$ cat src/rtl/word_byte_serializer.sv
// word_byte_serializer: unpacks a WORD_BYTES x BYTE_W word into a byte stream,
// most significant byte first, with valid/ready handshakes on both sides.
// Back-to-back words stream without a bubble: a new word may be loaded on the
// same cycle the last byte of the current word is accepted.
// Optional feature: define SER_PARITY_EN to add out_parity (even parity of out_byte).
module word_byte_serializer #(
    parameter int unsigned WORD_BYTES = 4,
    parameter int unsigned BYTE_W     = 8
) (
    input  logic                         clk,
    input  logic                         reset,
    input  logic [WORD_BYTES*BYTE_W-1:0] in_word,
    input  logic                         in_valid,
    output logic                         in_ready,
    output logic [BYTE_W-1:0]            out_byte,
    output logic                         out_valid,
    input  logic                         out_ready,
    output logic                         out_last,
    output logic                         busy
`ifdef SER_PARITY_EN
    ,
    output logic                         out_parity
`endif
);

    localparam int unsigned WORD_W = WORD_BYTES * BYTE_W;
    localparam int unsigned CNT_W  = $clog2(WORD_BYTES);
    localparam logic [CNT_W-1:0] CNT_LAST = CNT_W'(WORD_BYTES - 1);

    typedef enum logic {
        IDLE = 1'b0,
        SEND = 1'b1
    } state_t;

    state_t            state, state_n;
    logic [WORD_W-1:0] shreg, shreg_n;
    logic [CNT_W-1:0]  cnt, cnt_n;

    // Output decode: the held word's top byte is always presented.
    always_comb begin
        out_valid = (state == SEND);
        out_last  = (state == SEND) && (cnt == CNT_LAST);
        in_ready  = (state == IDLE) || ((state == SEND) && (cnt == CNT_LAST) && out_ready);
        out_byte  = shreg[WORD_W-1 -: BYTE_W];
        busy      = (state == SEND);
    end

`ifdef SER_PARITY_EN
    // Even parity tracks out_byte combinationally; shreg resets to 0 so this resets to 0.
    always_comb begin
        out_parity = ^out_byte;
    end
`endif

    // Next-state logic: load on input handshake, shift on non-final output handshake.
    always_comb begin
        state_n = state;
        shreg_n = shreg;
        cnt_n   = cnt;
        case (state)
            IDLE: begin
                if (in_valid) begin
                    shreg_n = in_word;
                    cnt_n   = '0;
                    state_n = SEND;
                end
            end
            SEND: begin
                if (out_ready) begin
                    if (cnt == CNT_LAST) begin
                        if (in_valid) begin
                            shreg_n = in_word;
                            cnt_n   = '0;
                        end else begin
                            state_n = IDLE;
                        end
                    end else begin
                        shreg_n = shreg << BYTE_W;
                        cnt_n   = cnt + 1'b1;
                    end
                end
            end
            default: state_n = IDLE;
        endcase
    end

    // State register; reset overrides any handshake in the same cycle.
    always_ff @(posedge clk) begin
        if (reset) begin
            state <= IDLE;
            shreg <= '0;
            cnt   <= '0;
        end else begin
            state <= state_n;
            shreg <= shreg_n;
            cnt   <= cnt_n;
        end
    end

endmodule
$ cat config.mk
export PLATFORM = sky130hd
export DESIGN_NAME = word_byte_serializer
export DESIGN_NICKNAME = d
export VERILOG_FILES = /design/src/rtl/word_byte_serializer.sv
export SDC_FILE = /design/constraint.sdc
export NUM_CORES = 1
export LEC_CHECK = 0
export CORE_ASPECT_RATIO = 1.25
export CORE_MARGIN = 1
export CORE_UTILIZATION = 46
export CTS_CLUSTER_DIAMETER = 200
export CTS_CLUSTER_SIZE = 30
export DETAILED_ROUTE_END_ITERATION = 12
export GPL_TIMING_DRIVEN = 0
export PLACE_DENSITY = 0.79
export SYNTH_ARGS = -nofsm -noshare
export SYNTH_HDL_FRONTEND = slang
export SYNTH_SLANG_ARGS = --single-unit
$ cat constraint.sdc
create_clock -name clk -period 1.8 [get_ports clk]
set_input_delay 0.27 -clock clk [delete_from_list [all_inputs] [get_ports clk]]
set_output_delay 0.27 -clock clk [all_outputs]
set_load 0.02 [all_outputs]
==> results of run 1 <==
[power groups by stage]
stage	registers (mW)	clock network, mW	logic, mW
after floorplan	0.873	0	0.199
after global placement	0.881	0	0.356
after detailed placement	0.882	0	0.362
after CTS	0.865	0.552	0.361
after global routing	0.871	0.586	0.392
final	0.865	0.551	0.361
[sequential cells by signal (all words and copies together) (netlist names)]
name   flops
cnt        2
busy       1
shreg     32
[worst max path at each step]
| stage | endpoint | slack (ns) | depth (start not counted) |
|---|---|---|---|
| finish | in_ready | 0.08 | 3 |
| global route | shreg[21]$_SDFFE_PP0P_ | 0.0009 | 4 |
| detailed placement | in_ready | -0.40 | 4 |
| floorplan | shreg[10]$_SDFFE_PP0P_ | 0.28 | 5 |
| global placement | in_ready | -0.41 | 4 |
| CTS | in_ready | 0.08 | 3 |
[through the flow]
step	setup slack [ns]	TNS [ns]	power (mW)	instances
3_5_place_dp	-0.399	-1.67	1.24	281
5_1_grt	0.000940	0	1.85	288
4_1_cts	0.0794	0	1.78	288
6_report	0.0821	0	1.78	288
2_1_floorplan	0.282	0	1.07	197
3_3_place_gp	-0.411	-1.39	1.24	281
[cell type report]
type / count / area, um^2
plain buffers: 28 / 156
flip-flops and latches: 35 / 701
multi-input cells: 127 / 753
well taps: 37 / 46.3
clock buffers: 7 / 76.3
clock inverters: 1 / 5.00
inverters: 6 / 22.5
repair buffers: 47 / 468
fillers: 304 / 1080
[cell families (layout without fill, tap and decap cells)]
logic type,after synthesis,count (layout),synth area share
and+or+nand+nor,56,56,0.165
AOI/OAI and AO/OA,70,70,0.287
DFF,35,35,0.428
buffers and inverters,35,89,0.112
adders and majority gates,1,1,0.00764
[critical path: cells and delay by family, from the launching register on]
kind / cells / cell delay [ns]
adders and majority gates: 1 / 0.23
buffers and inverters: 1 / 0.34
DFF: 1 / 0.33
AOI/OAI and AO/OA: 1 / 0.26
[layer usage]
metal,wire (um),share of wire,global-route usage,vias up
met1,1870,0.42,0.311,794
met4,80,0.018,0.134,0
met5,0,0,0,-
met2,2200,0.49,0.411,66
met3,294,0.066,0.0392,11
li1,-,-,-,821
[placed cells by master, fill, tap and decap left out, drive strengths merged]
cell | Yosys | layout
a21oi | 15 | 15
clkbuf | 8 | 14
or3 | 1 | 1
nor2b | 1 | 1
clkdlybuf4s50 | 0 | 45
nor2 | 19 | 19
clkinv | 0 | 1
dfxtp | 35 | 35
o211ai | 5 | 5
buf | 21 | 21
nand3 | 27 | 27
and3b | 1 | 1
o21ai | 25 | 25
a311oi | 19 | 19
nand2b | 3 | 3
ha | 1 | 1
nand3b | 1 | 1
nand2 | 2 | 2
dlygate4sd2 | 0 | 2
o221a | 5 | 5
inv | 6 | 6
and2 | 1 | 1
a21bo | 1 | 1
==> metrics.md, run 1 <==
| Metric | Value |
|---|---|
| Core area | roughly 3300 um^2 |
| Final Net Count | between 200 and 300 |
| Syn avg cell area | ~8.3 um^2 |
| Post-cts sizing count | 2 |
| Initial antenna violation count | 0 |
| Area contributors post-synth | dfxtp_1 43%, a311oi_1 10%, nand3_1 8.3% |
| Max-slew violations | 0 |
| EDFF count, synth | 0 |
| Peak VDD IR | between 0.7 and 0.8 mV |
| Comb pwr share | 0.203 |
| Crit-path max cell delay | 0.34 ns |
| Placed instance area | between 2000 and 2500 um^2 |
| Clk network pwr share | 0.310 |
| DIE HEIGHT | 68.7 um |
| Register bit total from synthesis | 35 |
| Hold Crit Class | flop to flop |
| Drt first pass iters | 4 |
| Seq/Total Area, Yosys | 0.428 |
| Internal | ~1.3 mW |
| I/O Pins | 48 |
| Hpwl dp | between 3000 and 4000 um |
| Reg-to-Reg Start | cnt[0]$_SDFFE_PP0P_ |
| Most numerous cell in the Yosys netlist | dfxtp_1 |
| Hold_buf cts | 0 |
| Total GRT Usage | 0.247 |
| Vias/cell | 5.88 |
| Maxcap violations | 0 |
| Sw power | around 480 uW |
| Layout Skew | 0.00555 ns |
| Tightest hold margin | 0.481 ns |
| Antenna Nets Post-Route | 0 |
| Final core occ | 0.673 |
| Min-Delay Endpoint | shreg[3]$_SDFFE_PP0P_ |
| Remaining DRCs | 0 |
| Arr. time, crit path | about 1.5 ns |
| H-tree Lvls | 2 |
| Initial Util | 0.495 |
| Layout cells sized above 1 | 0.127 |
| Cell variety after synth | 22 |
| Drt wl/cell | roughly 15 um |
| Post-Syn Area | roughly 1600 um^2 |
| Final Hold Fails | 0 |
| Clk_lat worst skew | around 0.30 ns |
| FF-to-FF End | shreg[30]$_SDFFE_PP0P_ |
| Pwr/cell area | between 700 and 800 nW/um^2 |
| CTS tree | done |
| Routability Congestion | 0.852 |
| Non-Filler Cell Area, Final | ~2200 um^2 |
| Post-synth top cells | 35 x dfxtp_1, 27 x nand3_1, 25 x o21ai_0 |
| Total die area | between 3000 and 4000 um^2 |
| Reg2reg setup slack | 0.16 ns |
| Crit path time final | roughly 1.7 ns |
| Drt total wl | 4450 um |
| Fin crit share | 0.954 |
| Syn. warnings | 0 |
| Diodes inserted | 0 |
| Clk root buf | clkbuf_8 |
| Synthesis-to-finish area growth | 36.2% |
| CTS buffer count | 5 |
| Slowest CP cell | dlygate4sd2_1 |
| Final setup vio count | 0 |
| Vias | approximately 1700 |
| Share of power burned in registers | 0.487 |
| Hold Crit Depth | 2 |
| Post-synth ARST share | 0 |
| Worst-Margin Slew | 0.566 ns |
| Unrepaired setup endpoints after global routing | no |
| Post-CTS setup buffers | 0 |
| Critical Path Source Type | flop |
| Max Root-Sink Buffers | 2 |
| Setup crit end kind | primary output |
| Cell Chain, Critical Path | ha_1 -> a21bo_2 -> dlygate4sd2_1 |
| Min-delay src | shreg[3]$_SDFFE_PP0P_ |
| Die Span X | 55.4 um |
| Status | finished clean |
| Gr ovfl total | 0 |
| Drt initial violations | 77 |
| CTS sink cnt | 35 |
| Worst rel slew slack | 0.623 |
| Critical path class | flop to primary output |
| Leakage dissipation | roughly 0.85 nW |
| Post-synth top flop | dfxtp_1 |
| Yosys top cell area share | 0.428 |
| PortBufs | 47 |
| Cell accounting for the most synthesized area | dfxtp_1 |
| Worst-path clk slew | roughly 0.07 ns |
| Largest net degree at the start of global routing | 11 |
| Max Fclk | roughly 0.58 GHz |
| Post-Syn Nets | roughly 230 |
| Worst Setup SP | cnt[0]$_SDFFE_PP0P_ |
| Sw Ratio | 0.272 |
| Post-Syn Instances | a little under 200 |
| Reg2Reg Depth | 4 |
| CP required | about 1.5 ns |
| Global-route wire length before repair | 7130 um |
| Critical path fanouts, max | 7 |
| Rows | 23 |
| Vias in the first global route | about 1500 |
Power figures use the tool's default switching activity.
==> run 2, diff against run 1 <==
--- a/config.mk
+++ b/config.mk
@@ -7,12 +7,12 @@
 export LEC_CHECK = 0
 export CORE_ASPECT_RATIO = 1.25
 export CORE_MARGIN = 1
-export CORE_UTILIZATION = 46
+export CORE_UTILIZATION = 35
 export CTS_CLUSTER_DIAMETER = 200
 export CTS_CLUSTER_SIZE = 30
 export DETAILED_ROUTE_END_ITERATION = 12
 export GPL_TIMING_DRIVEN = 0
-export PLACE_DENSITY = 0.79
+export PLACE_DENSITY = 0.63
 export SYNTH_ARGS = -nofsm -noshare
 export SYNTH_HDL_FRONTEND = slang
 export SYNTH_SLANG_ARGS = --single-unit
==> run 2 against run 1 <==
Effect of this change: die area is 30% higher; worst hold slack improved by 0.0053 ns; fmax increased by 0.52%; cell area increased by 1.3%; sequential share of layout area decreased by 0.40 points; highest routed layer unchanged; final cell count grew 7.3%; utilization decreased by 17 points; worst setup slack better by 0.0089 ns; register-to-register slack improved by 0.04 ns; sequential cell count unchanged; via count shrank 4.0%; critical path type unchanged; count of clock-buffer cells in the layout unchanged.
==> metrics.md, run 2 (same netlist as run 1, synthesis figures left out) <==
| Metric | Value |
|---|---|
| Status | finished clean |
| Fin crit share | 0.949 (-0.00495) |
| FILL cells | 464 (+53%) |
| Largest register FFs | 32 (unchanged) |
| Drt first pass iters | 4 (unchanged) |
| Max Root-Sink Buffers | 2 (unchanged) |
| Antenna Nets Post-Route | 0 (unchanged) |
| Worst-path clk slew | 0.07 ns (about the same) |
| Vias in the first global route | 1635 (+6.9%) |
| Reg2Reg Depth | 5 (+1) |
| Critical Path Source Type | flop |
| GR Util met1 | 0.248 (-0.0629) |
| Max Fclk | 0.585 GHz (+0.52%) |
| CTS sink cnt | 35 (unchanged) |
| Initial antenna violation count | 0 (unchanged) |
| Remaining DRCs | 0 (unchanged) |
| Die Span X | 63.2 um (+14%) |
| Crit path time final | 1.71 ns (-0.00890 ns) |
| Grt peak-use layer | met2 |
| Routability Congestion | 0.773 (-9.3%) |
| Diodes inserted | 0 (unchanged) |
| Synthesis-to-finish area growth | 37.9% |
| Pwr/cell area | 790 nW/um^2 (-0.97%) |
| Most flop-heavy register | shreg |
| Worst-Margin Slew | 0.609 ns (+0.0432 ns) |
| Final Hold Fails | 0 (unchanged) |
| Post-CTS setup buffers | 0 (unchanged) |
| Vias | 1624 (-4.0%) |
| DIE HEIGHT | 78.5 um (+14%) |
| Drt total wl | 4600 um (+3.5%) |
| Peak VDD IR | 0.375 mV (-51%) |
| Gr ovfl total | 0 (unchanged) |
| Rows | 27 (+17%) |
| Global-route wire length before repair | 7850 um (+10%) |
| Most common cell after layout, fill and taps aside | clkdlybuf4s50_1 |
| GR Util met2 | 0.338 (-0.0735) |
| Core area | 4460 um^2 (+35%) |
| Unrepaired setup endpoints after global routing | no |
| H-tree Lvls | 2 (unchanged) |
| Hold Crit Class | flop to flop |
| I/O Pins | 48 (unchanged) |
| Met3 usage | 0.0523 (+0.0131) |
| Setup_tns | 0 ns (unchanged) |
| Maxcap violations | 0 (unchanged) |
| Largest net degree at the start of global routing | 11 (unchanged) |
| Final setup vio count | 0 (unchanged) |
| PortBufs | 47 (unchanged) |
| Final Net Count | 287 (unchanged) |
| Leakage dissipation | 0.854 nW (+0.35%) |
| CTS tree | done |
| Layout Skew | 0.00260 ns (-0.00295 ns) |
| Setup crit end kind | primary output |
| Drt initial violations | 109 (+42%) |
| Commonest cells after routing, fill and taps aside | 45 x clkdlybuf4s50_1, 35 x dfxtp_1, 27 x nand3_1, 24 x o21ai_0 |
| Arr. time, crit path | 1.44 ns (about the same) |
| Clk_lat worst skew | 0.29 ns (about the same) |
| CP required | 1.53 ns (about the same) |
| Hold Crit Depth | 2 (unchanged) |
| Critical path fanouts, max | 8 (+1) |
| Initial Util | 0.367 (-0.128) |
| Total GRT Usage | 0.204 (-0.0429) |
| Max-slew violations | 0 (unchanged) |
| CTS buffer count | 5 (unchanged) |
| Worst rel slew slack | 0.594 (-0.0288) |
| Vias/cell | 5.26 (-11%) |
| Clk root buf | clkbuf_8 |
| Layout cells sized above 1 | 0.131 (+0.00398) |
| Drt wl/cell | 14.9 um (-3.5%) |
| Hpwl dp | 3200 um (+1.6%) |
| Critical path class | flop to primary output |
| Total power | 1.78 mW (+0.31%) |
| Total die area | 4950 um^2 (+30%) |
-- run 2: layout make-up --
cell class                 count  area, um^2  share of cell area
clock buffer                   7        76.3              0.0338
multi-input combinational    127         753               0.334
tap                           58        72.6              0.0322
timing repair buffer          47         469               0.208
sequential                    35         701               0.310
inverter                       6        22.5             0.00998
buffer                        28         158              0.0698
clock inverter                 1        5.00             0.00222
-- run 2: critical path, stage by stage, from the launching register on --
cell and delay [ns]:
dfxtp_1 0.43, buf_4 0.14, clkdlybuf4s50_1 0.59
-- run 2: routing by layer --
| metal | vias to the layer above | wire length (um) |
|---|---|---|
| met5 | - | 0 |
| met4 | 0 | 65 |
| met3 | 4 | 252 |
| met2 | 52 | 2180 |
| met1 | 750 | 2100 |
| li1 | 818 | - |
-- run 2: metrics by stage --
| step | utilization | instance area, um^2 | setup slack, ns | hold slack, ns | cells |
|---|---|---|---|---|---|
| 2_1_floorplan | - | 1640 | 0.282 | 0.434 | 197 |
| 3_3_place_gp | 0.489 | 2180 | -0.397 | 0.471 | 302 |
| 3_5_place_dp | 0.489 | 2180 | -0.380 | 0.473 | 302 |
| 4_1_cts | 0.506 | 2250 | 0.0647 | 0.484 | 309 |
| 5_1_grt | 0.506 | 2260 | 0.00719 | 0.519 | 309 |
| 6_report | 0.506 | 2260 | 0.0910 | 0.486 | 309 |
-- run 2: report_power, final --
part | internal [mW] | switching (mW) | leakage (nW) | total, mW
clock | 0.272 | 0.285 | 0.0422 | 0.557
sequential | 0.833 | 0.0322 | 0.289 | 0.865
combinational | 0.190 | 0.172 | 0.523 | 0.362
-- run 2: path summary, 6_finish.rpt --
check	from	endpoint	slack [ns]
max	busy$_SDFF_PP0_	out_valid	0.09
max reg2reg	cnt[0]$_SDFFE_PP0P_	shreg[14]$_SDFFE_PP0P_	0.20
min	shreg[3]$_SDFFE_PP0P_	shreg[3]$_SDFFE_PP0P_	0.49
min reg2reg	shreg[3]$_SDFFE_PP0P_	shreg[3]$_SDFFE_PP0P_	0.49
-- run 2: repair_timing --
item	in CTS	in global routing
gates resized for setup	2	4
hold buffers	0	0
setup endpoints to repair	2	9
==> run 3, diff against run 2 <==
--- a/config.mk
+++ b/config.mk
@@ -12,7 +12,8 @@
 export CTS_CLUSTER_SIZE = 30
 export DETAILED_ROUTE_END_ITERATION = 12
 export GPL_TIMING_DRIVEN = 0
-export PLACE_DENSITY = 0.63
+export PLACE_DENSITY = 0.65
+export SKIP_CTS_REPAIR_TIMING = 1
 export SYNTH_ARGS = -nofsm -noshare
 export SYNTH_HDL_FRONTEND = slang
 export SYNTH_SLANG_ARGS = --single-unit
==> constraint.sdc (replaced) <==
create_clock -name clk -period 1.55 [get_ports clk]
set_input_delay 0.2325 -clock clk [delete_from_list [all_inputs] [get_ports clk]]
set_output_delay 0.2325 -clock clk [all_outputs]
set_load 0.02 [all_outputs]
==> run 3 against run 2 <==
Effect of this change: sequential power increased by 17%; sequential cell count unchanged; combinational power increased by 22%; via count increased by 2.8%; power increased by 15%; utilization increased by 2.6 points; final cell count increased by 0.32%; register-to-register slack got worse by 0.08 ns; clock skew increased by 0.0027 ns; first-iteration DRC count increased by 8.3%; highest routed layer unchanged.
==> metrics.md, run 3 (same netlist as run 1, synthesis figures left out) <==
| Metric | Value |
|---|---|
| Status | finished clean |
| Leakage dissipation | 1.05 nW (+23%) |
| Vias in the first global route | 1638 (+0.18%) |
| Min-delay src | shreg[3]$_SDFFE_PP0P_ |
| Layout Skew | 0.00534 ns (+0.00273 ns) |
| Critical path class | input port to primary output |
| CTS tree | done |
| Total power | 2.05 mW (+15%) |
| Critical Path Source Type | input port |
| Hold Crit Depth | 2 (unchanged) |
| Place WS | -0.563 ns (-0.183 ns) |
| PortBufs | 47 (unchanged) |
| Vias | 1670 (+2.8%) |
| Clk_lat worst skew | 0.28 ns (about the same) |
| Critical path fanouts, max | 7 (-1) |
| CTS sink cnt | 35 (unchanged) |
| Total die area | 4950 um^2 (unchanged) |
| Arr. time, crit path | 1.26 ns (-0.18 ns) |
| Final setup vio count | 0 (unchanged) |
| Placed instance area | 2180 um^2 (unchanged) |
| Setup_tns | 0 ns (unchanged) |
| Initial Util | 0.367 (unchanged) |
| Drt total wl | 4690 um (+2.0%) |
| Tightest hold margin | 0.484 ns (-0.00228 ns) |
| Max Fclk | 0.670 GHz |
| Largest net degree at the start of global routing | 11 (unchanged) |
| Routability Congestion | 0.790 (+2.2%) |
| Die Span X | 63.2 um (unchanged) |
| Drt first pass iters | 4 (unchanged) |
| Peak VDD IR | 0.444 mV (+19%) |
| Pwr/cell area | 863 nW/um^2 (+9.3%) |
| H-tree Lvls | 2 (unchanged) |
| Global-route wire length before repair | 7600 um (-3.3%) |
| FF-to-FF End | shreg[22]$_SDFFE_PP0P_ |
| Worst-path clk slew | 0.06 ns (about the same) |
| Reg2reg setup slack | 0.12 ns (-0.08 ns) |
| Non-Filler Cell Area, Final | 2370 um^2 (+5.2%) |
| Synthesis-to-finish area growth | 45.0% |
| CTS buffer count | 5 (unchanged) |
| Final Net Count | 290 (+1.0%) |
| Largest register FFs | 32 (unchanged) |
| Setup crit end kind | primary output |
| Clk root buf | clkbuf_8 |
| Max-slew violations | 0 (unchanged) |
| Final Hold Fails | 0 (unchanged) |
| Max Root-Sink Buffers | 2 (unchanged) |
| Drt wl/cell | 15.1 um (+1.7%) |
| Layout cells sized above 1 | 0.194 (+0.0630) |
| Gr ovfl total | 0 (unchanged) |
| DIE HEIGHT | 78.5 um (unchanged) |
| Drt initial violations | 118 (+8.3%) |
| Fin crit share | 0.963 |
| Most common cell after layout, fill and taps aside | clkdlybuf4s50_1 |
| Diodes inserted | 0 (unchanged) |
| Total GRT Usage | 0.195 (-0.00912) |
| Initial antenna violation count | 0 (unchanged) |
| Setup WS post-layout | 0.0578 ns (-0.0332 ns) |
| Fin cells | 310 (+0.32%) |
| Core area | 4460 um^2 (unchanged) |
| Inst Count DP | 302 (unchanged) |
| FILL cells | 464 (unchanged) |
| Hpwl dp | 3220 um (+0.75%) |
| Reg-to-Reg Start | busy$_SDFF_PP0_ |
| Hold Crit Class | flop to flop |
| Crit path time final | roughly 1.5 ns |
| Worst rel slew slack | 0.614 (+0.0206) |
| Reg2Reg Depth | 5 (unchanged) |
| Worst-Margin Slew | 0.578 ns (-0.0309 ns) |
| Most flop-heavy register | shreg |
| Maxcap violations | 0 (unchanged) |
| Rows | 27 (unchanged) |
| Antenna Nets Post-Route | 0 (unchanged) |
| Vias/cell | 5.39 (+2.5%) |
| Min-Delay Endpoint | shreg[3]$_SDFFE_PP0P_ |
| Commonest cells after routing, fill and taps aside | 35 x clkdlybuf4s50_1, 32 x dfxtp_1, 27 x nand3_1, 24 x o21ai_0, 19 x nor2_1 |
| Remaining DRCs | 0 (unchanged) |
| Final core occ | 0.532 (+0.0261) |
| I/O Pins | 48 (unchanged) |
| CP required | 1.32 ns (-0.21 ns) |
run 3: final cells by class:
cell class	count	area, um^2	area share
Inverter	6	22.5	0.00949
Multi-Input combinational cell	127	805	0.339
Timing Repair Buffer	51	531	0.224
Clock buffer	6	72.6	0.0306
Tap cell	58	72.6	0.0306
Sequential cell	35	704	0.297
Buffer	27	166	0.0701
run 3: critical path, stage by stage:
cell and delay (ns):
clkdlybuf4s50_1 0.54, a21bo_2 0.24, dlymetal6s2s_1 0.24
run 3: worst max-delay path by stage:
stage                                   to           startpoint  cells after the start
detailed placement                in_ready            out_ready                      4
floorplan           shreg[10]$_SDFFE_PP0P_  cnt[0]$_SDFFE_PP0P_                      5
global placement                  in_ready            out_ready                      4
global route        shreg[30]$_SDFFE_PP0P_            out_ready                      6
CTS                               in_ready  cnt[0]$_SDFFE_PP0P_                      4
finish                            in_ready            out_ready                      3
run 3: power by group:
group          leakage (nW)  internal, mW  total, mW  switching, mW
sequential            0.290         0.969       1.01         0.0390
combinational         0.724         0.233      0.442          0.209
clock                0.0371         0.299      0.599          0.300
run 3: routing by layer:
metal | vias to the layer above | wire length, um | track usage
met4 | 0 | 62 | 0.0791
met2 | 50 | 2350 | 0.330
met3 | 7 | 222 | 0.0363
li1 | 827 | - | -
met5 | - | 0 | 0
met1 | 786 | 2060 | 0.240
